$ cat config.mk
export PLATFORM = sky130hd
export DESIGN_NAME = fp_mag_arbiter
export DESIGN_NICKNAME = d
export VERILOG_FILES = /design/src/rtl/fp_mag_arbiter.sv
export SDC_FILE = /design/constraint.sdc
export NUM_CORES = 1
export LEC_CHECK = 0
export CAP_MARGIN = 40
export CORE_MARGIN = 5
export CORE_UTILIZATION = 30
export DETAILED_ROUTE_END_ITERATION = 10
export PLACE_DENSITY = 0.78
export REMOVE_ABC_BUFFERS = 1
export SYNTH_ARGS = -nofsm -noshare
export SYNTH_HDL_FRONTEND = slang
export SYNTH_SLANG_ARGS = --single-unit
$ cat constraint.sdc
create_clock -name clk_i -period 5.6 [get_ports clk_i]
set_input_delay 0.56 -clock clk_i [delete_from_list [all_inputs] [get_ports clk_i]]
set_output_delay 0.56 -clock clk_i [all_outputs]
set_load 0.05 [all_outputs]
$ cat src/rtl/fp_mag_arbiter.sv
// Round-robin arbiter and result buffer in front of the FMIN/FMAX magnitude unit.
// Latency: accept at edge N, result pushed at edge N+1, res_valid_o visible after N+1 (2 cycles).
// Backpressure: unit clock-enable uses registered state only; up to 3 ops outstanding (s1 + 2 FIFO).

package fp_mag_arbiter_pkg;
  typedef logic [31:0] float_t;
  typedef enum logic {FMIN_ = 1'b0, FMAX_ = 1'b1} fcmp_ops;
endpackage

module fp_mag_arbiter
  import fp_mag_arbiter_pkg::*;
#(
  parameter int TAG_W      = 5,
  parameter int FIFO_DEPTH = 2
) (
  input  logic             clk_i,
  input  logic             rst_n_i,
  input  logic             flush_i,
  input  logic             req0_valid_i,
  input  logic             req1_valid_i,
  output logic             req0_ready_o,
  output logic             req1_ready_o,
  input  float_t           req0_a_i,
  input  float_t           req0_b_i,
  input  float_t           req1_a_i,
  input  float_t           req1_b_i,
  input  fcmp_ops          req0_op_i,
  input  fcmp_ops          req1_op_i,
  input  logic [TAG_W-1:0] req0_tag_i,
  input  logic [TAG_W-1:0] req1_tag_i,
  output float_t           unit_a_o,
  output float_t           unit_b_o,
  output fcmp_ops          unit_op_o,
  output logic             unit_clk_en_o,
  input  float_t           unit_res_i,
  input  logic             unit_inv_i,
  input  logic             unit_ovf_i,
  input  logic             unit_unf_i,
  output logic             res_valid_o,
  input  logic             res_ready_i,
  output float_t           res_o,
  output logic [2:0]       res_flags_o,
  output logic [TAG_W-1:0] res_tag_o,
  output logic             res_id_o,
  output logic             busy_o
);

  localparam logic [1:0] LP_FULL = 2'(FIFO_DEPTH);

  // Op currently held in the unit's internal operand register
  logic             r_s1_v;
  logic [TAG_W-1:0] r_s1_tag;
  logic             r_s1_id;

  // Two-entry result buffer
  float_t           r_fifo_res   [2];
  logic [2:0]       r_fifo_flags [2];
  logic [TAG_W-1:0] r_fifo_tag   [2];
  logic             r_fifo_id    [2];
  logic             r_wr_ptr;
  logic             r_rd_ptr;
  logic [1:0]       r_count;
  logic             r_rr_ptr;

  logic w_full, w_adv, w_gnt0, w_gnt1, w_accept, w_push, w_pop;

  // Unit advances unless s1 is occupied and the buffer cannot take it; no downstream-ready path
  always_comb begin
    w_full        = (r_count == LP_FULL);
    unit_clk_en_o = !r_s1_v || !w_full;
    w_adv         = unit_clk_en_o && !flush_i;
    // Tie goes to r_rr_ptr; a lone requester always wins
    w_gnt0        = req0_valid_i && (!req1_valid_i || !r_rr_ptr);
    w_gnt1        = req1_valid_i && (!req0_valid_i ||  r_rr_ptr);
    req0_ready_o  = w_gnt0 && w_adv;
    req1_ready_o  = w_gnt1 && w_adv;
    w_accept      = req0_ready_o || req1_ready_o;
    // Port 0 drives the unit when idle since the unit loads on every enabled edge
    unit_a_o      = w_gnt1 ? req1_a_i  : req0_a_i;
    unit_b_o      = w_gnt1 ? req1_b_i  : req0_b_i;
    unit_op_o     = w_gnt1 ? req1_op_i : req0_op_i;
    w_push        = r_s1_v && !w_full;
    res_valid_o   = (r_count != 2'd0);
    w_pop         = res_valid_o && res_ready_i;
    res_o         = r_fifo_res[r_rd_ptr];
    res_flags_o   = r_fifo_flags[r_rd_ptr];
    res_tag_o     = r_fifo_tag[r_rd_ptr];
    res_id_o      = r_fifo_id[r_rd_ptr];
    busy_o        = r_s1_v || (r_count != 2'd0);
  end

  // Control state: s1 tracking, buffer pointers/occupancy, round-robin pointer
  always_ff @(posedge clk_i or negedge rst_n_i) begin
    if (!rst_n_i) begin
      r_s1_v   <= 1'b0;
      r_s1_tag <= '0;
      r_s1_id  <= 1'b0;
      r_wr_ptr <= 1'b0;
      r_rd_ptr <= 1'b0;
      r_count  <= 2'd0;
      r_rr_ptr <= 1'b0;
    end else if (flush_i) begin
      r_s1_v   <= 1'b0;
      r_wr_ptr <= 1'b0;
      r_rd_ptr <= 1'b0;
      r_count  <= 2'd0;
    end else begin
      if (unit_clk_en_o) begin
        r_s1_v   <= w_accept;
        r_s1_tag <= w_gnt1 ? req1_tag_i : req0_tag_i;
        r_s1_id  <= w_gnt1;
      end
      if (w_push) r_wr_ptr <= ~r_wr_ptr;
      if (w_pop)  r_rd_ptr <= ~r_rd_ptr;
      case ({w_push, w_pop})
        2'b10:   r_count <= r_count + 2'd1;
        2'b01:   r_count <= r_count - 2'd1;
        default: r_count <= r_count;
      endcase
      if (req0_valid_i && req1_valid_i && w_accept) r_rr_ptr <= ~r_rr_ptr;
    end
  end

  // Buffer storage: capture unit result and flags alongside the s1 tag/id
  always_ff @(posedge clk_i or negedge rst_n_i) begin
    if (!rst_n_i) begin
      for (int i = 0; i < 2; i++) begin
        r_fifo_res[i]   <= '0;
        r_fifo_flags[i] <= '0;
        r_fifo_tag[i]   <= '0;
        r_fifo_id[i]    <= 1'b0;
      end
    end else if (w_push && !flush_i) begin
      r_fifo_res[r_wr_ptr]   <= unit_res_i;
      r_fifo_flags[r_wr_ptr] <= {unit_inv_i, unit_ovf_i, unit_unf_i};
      r_fifo_tag[r_wr_ptr]   <= r_s1_tag;
      r_fifo_id[r_wr_ptr]    <= r_s1_id;
    end
  end

endmodule

**Yosys cells after proc, flatten, opt, wreduce, memory -nomap -nowiden**

Cells that the tools add are included.

- Bits in registers: 94
- Bits in latches: 0
- Memory bits (writable): 0
- Memory bits (read-only): 0
- Input port bits: 181
- Logic and storage cells: 94
- Memories kept: 0

- Add/sub/neg operators: 2
- Multiply operators: 0
- Div/mod/pow operators: 0
- Magnitude comparators: 3
- Eq/ne operators: 3
- Shift-type cells: 0
- Multiplexer cells: 36
- Bitwise logic cells: 6
- Reductions and logical operators: 29

Operator list:

| kind | count |
|---|---|
| $mux W32 | 6 |
| $bwmux W64 | 1 |
| $demux W32 S1 | 1 |
| $mux W5 | 5 |
| $mux W3 | 4 |
| $logic_and A1 B1 Y1 | 11 |
| $mux W1 | 11 |
| $bwmux W10 | 1 |
| $reduce_bool A2 Y1 | 4 |
| $bwmux W6 | 1 |
| $logic_not A1 Y1 | 6 |
| $demux W5 S1 | 1 |
| $logic_or A1 B1 Y1 | 5 |
| $eq A2 B2 Y1 const B | 2 |
| $ge A2 B2 Y1 const B | 2 |
| $not A1 Y1 | 4 |
| $not A1 Y2 | 2 |
| $pmux W2 S2 | 1 |
| $reduce_and A2 Y1 | 2 |
| $demux W3 S1 | 1 |
| $reduce_bool A3 Y1 | 1 |
| $add A2 B1 Y2 const B | 1 |
| $bwmux W2 | 1 |
| $eq A2 B1 Y1 const B | 1 |
| 4 further kinds | 4 |

**Logic depth before layout (Yosys ltp)**

- Depth in word-level cells: 8
- Depth in mapped cells: 6
- Depth with buffers taken out: 3

**Least setup slack after synthesis**

OpenSTA, ideal clock, no wires.

- Path kind: in2out
- From: input req1_valid_i
- To: output req1_ready_o
- Arrival: 2.054 ns
- Data required time: 5.040 ns
- Path slack: 2.986 ns
- Stages: 6
- Path through: clkbuf_1 > nand2b_1 > clkbuf_1 > buf_2 > buf_2 > nor2b_1

- Longest elaborated chain between the ends: 2

RTL lines:

| item | RTL line | RTL |
|---|---|---|
| start, declared | 20 | `input logic req1_valid_i,` |
| $logic_and A1 B1 Y1 | 74 | `w_gnt1 = req1_valid_i && (!req0_valid_i \|\| r_rr_ptr);` |
| $logic_and A1 B1 Y1 | 76 | `req1_ready_o = w_gnt1 && w_adv;` |
| end, declared | 22 | `output logic req1_ready_o,` |

Every way passes these cells.

**Final worst setup path**

- From: input req0_valid_i
- To: output unit_a_o[8]

- Longest elaborated chain between the ends: 4

RTL lines:

| item | RTL line | RTL |
|---|---|---|
| start, declared | 19 | `input logic req0_valid_i,` |
| $logic_not A1 Y1 | 74 |  |
| $logic_or A1 B1 Y1 | 74 |  |
| $logic_and A1 B1 Y1 | 74 |  |
| $mux W32 | 79 | `unit_a_o = w_gnt1 ? req1_a_i : req0_a_i;` |
| end, declared | 31 | `output float_t unit_a_o,` |

Every way passes these cells.

==> reports/results.ini <==
[logic_synthesis]
ys_seq_elements=94
ys_types=29
synthFlopType=dfrtp_1
yosysTopAreaCell=dfrtp_1
syn_area_per_cell_sq_um=14.0
syn_inst=364
synthTopCellsByArea=dfrtp_1 (46%), mux2_2 (27%), mux2_4 (12%)
synth_edf_count=0
synth_top_area_share_pct=46.1
yosys_warnings=0
synth_commonest_cells=mux2_2 (121), dfrtp_1 (94), mux2_4 (40)
synth.cell_area_sq_mm=0.00510
synth_seq_area_share_pct=46.1
ys_async_sr_fraction_pct=100
synth_most_common_cell=mux2_2

[clocking]
cts.repair.resized=0
cts_hold_buffers=0
clockBufferDepth=2
numCtsBuffers=9
path_clk_slew_ns=0.06
cts_tree=yes
htree_levels=3
cts_root_buf=clkbuf_16
cts_sinks=94
cts_setup_buffers=0
clk_latency_ns=0.33

[die]
die_w_um=140
initial_utilization_pct=30.7
pin_count=292
die_y_um=140
core_sq_mm=0.0166
dieArea_sq_mm=0.0197
core.rowCount=47

[global_route]
grt_pass1_wl_um=26900
grt-ovfl-total=0
grt_usage_pct=17.4
grt_pass1_vias=4727
grt_max_degree=57
antenna_found_initial=1

[place]
dpl.cell_count=855
hpwl_um=14500
gp_congestion=0.986
placement.io_buffers=291

[cells_and_area]
layout-area-overhead-vs-synth_pct=68.8
multi_input_area_sq_mm=0.00261
fill_cells=1438
stdcell_count=872
drive_gt1_share_pct=29.0
finish.utilization_pct=51.7
seq_area_sq_mm=0.00235
nets=827

[routing]
vias=4119
avgViaCountPerCell=4.72
wire_per_inst_um=20.4
drtIter0Drc=103
first_pass_iters=4
routed_wl_um=17800
drc=0
ant_nets=0

[sta]
totalNegativeSetupSlack_ns=0
slew_viol_final=0
slew-limit-headroom_pct=43.2
setup_violations=0
finalHoldViolations=0
fmax_mhz=232
fin_skew_ns=0.00697
post-route-min-period_ns=4.31
grt_setup_unrepaired=no
hold_slack_ns=0.194
worst_pin_slew_ns=0.852
fin_crit_sh_pct=76.9

[power_and_ir_drop]
irDropWorstVdd_v=0.000183
power_density_mw_per_mm2=383
leakage_nw=3.55
p_total_mw=3.30

[critical_path]
crit_slowest_cell=nand2b_2
cp_cell_sequence=clkdlybuf4s50_1, nor2b_1, nand2b_2, buf_4, mux2_2, clkdlybuf4s50_1
critPathBufInv=3
worstPathMaxFanout=33
crit_path_max_incr_delay_ns=0.73
path_common_cell=clkdlybuf4s50_1
crit_type=input pin to primary output
cp-start-kind=input pin
worstSetupEndpointType=primary output
cp.arrival_ns=3.75
cp.required_ns=5.04
critPathTopFamily=buffers and inverters

[hold_path]
holdCritPathClass=input pin to asynchronous set/reset pin

[flow_run]
max-cap-violations=0

[outcome]
status=completed

## final timing paths
kind                               start             end  slack (ns)  depth (start not counted)
min in group clk_i         r_fifo_tag[8]   r_fifo_tag[8]        0.48                          1
min reg2reg                r_fifo_tag[8]   r_fifo_tag[8]        0.48                          1
max                         req0_valid_i     unit_a_o[8]        1.29                          6
max in group asynchronous        rst_n_i  r_fifo_res[28]        4.28                          2
min                              rst_n_i  r_fifo_res[43]        0.19                          1
max reg2reg                       r_s1_v    r_fifo_id[1]        3.38                          5
## power breakdown
group          total [mW]  switching, mW  internal, mW  leakage, nW
registers           0.971          0.105         0.866         1.12
logic                1.55          0.840         0.707         2.24
clock network       0.783          0.256         0.527        0.183
total                3.30           1.20          2.10         3.55
## per-layer routing
| layer | global-route usage [%] | vias to the layer above | routed length, um |
|---|---|---|---|
| li1 | - | 1878 | - |
| met1 | 16.8 | 2044 | 5990 |
| met2 | 34.3 | 174 | 9960 |
| met3 | 5.79 | 23 | 1430 |
| met4 | 5.86 | 0 | 438 |
| met5 | 0 | - | 0 |
## kinds of logic (layout without fill, tap and decap cells)
family,count (synthesis),count (layout),synth area share (%)
mux,189,189,44.6
flops,94,94,46.1
buf+inv,30,317,3.11
compound gates,25,25,2.65
simple gates,24,24,3.14
xor+xnor,2,2,0.343
other cells,0,1,0
## cells in the final DEF, fill, tap and decap left out, drive strengths merged
cell type,n
xor2,1
clkbuf,10
a2bb2oi,1
or3,2
inv,4
nand4,1
and2,1
nor3b,1
nand2,1
and3,1
o21ai,9
clkinvlp,1
bufinv,5
mux2i,1
a21oi,10
nand2b,1
diode,1
dfrtp,94
nand3b,7
xnor2,1
nor2b,3
nor4,1
buf,7
a31oi,5
or2,1
nor2,3
mux2,188
clkdlybuf4s50,290
or4b,1
## worst register-to-register path, cell delays in order (launching register included)
cell,delay [ns]
dfrtp_1,0.47
inv_2,0.11
nor4_4,0.51
buf_6,0.25
buf_4,0.36
mux2_2,0.41
## layout make-up
class	count	share of cell area (%)
repair buffers	297	34.5
multi-input cells	240	30.3
flip-flops and latches	94	27.3
well taps	220	3.20
clock buffers	10	2.66
clock inverters	6	1.83
inverters	4	0.174
diodes	1	0.0291
## state kept, by name, summed over array words and instances, names as in the netlist
| register | count |
|---|---|
| r_rd_ptr | 1 |
| r_fifo_tag | 10 |
| r_fifo_id | 2 |
| r_s1_tag | 5 |
| r_wr_ptr | 1 |
| r_fifo_res | 64 |
| r_rr_ptr | 1 |
| r_s1_id | 1 |
| r_count | 2 |
| r_s1_v | 1 |
| r_fifo_flags | 6 |
## through the flow
stage               cell area (sq um)  setup WS, ns
finish                           8610          1.29
global route                     8610          1.06
detailed placement               8220          1.29
CTS                              8610          1.29
global placement                 8190          1.39
floorplan                        4960          1.77
No activity file was read; power rests on OpenSTA's default activity.
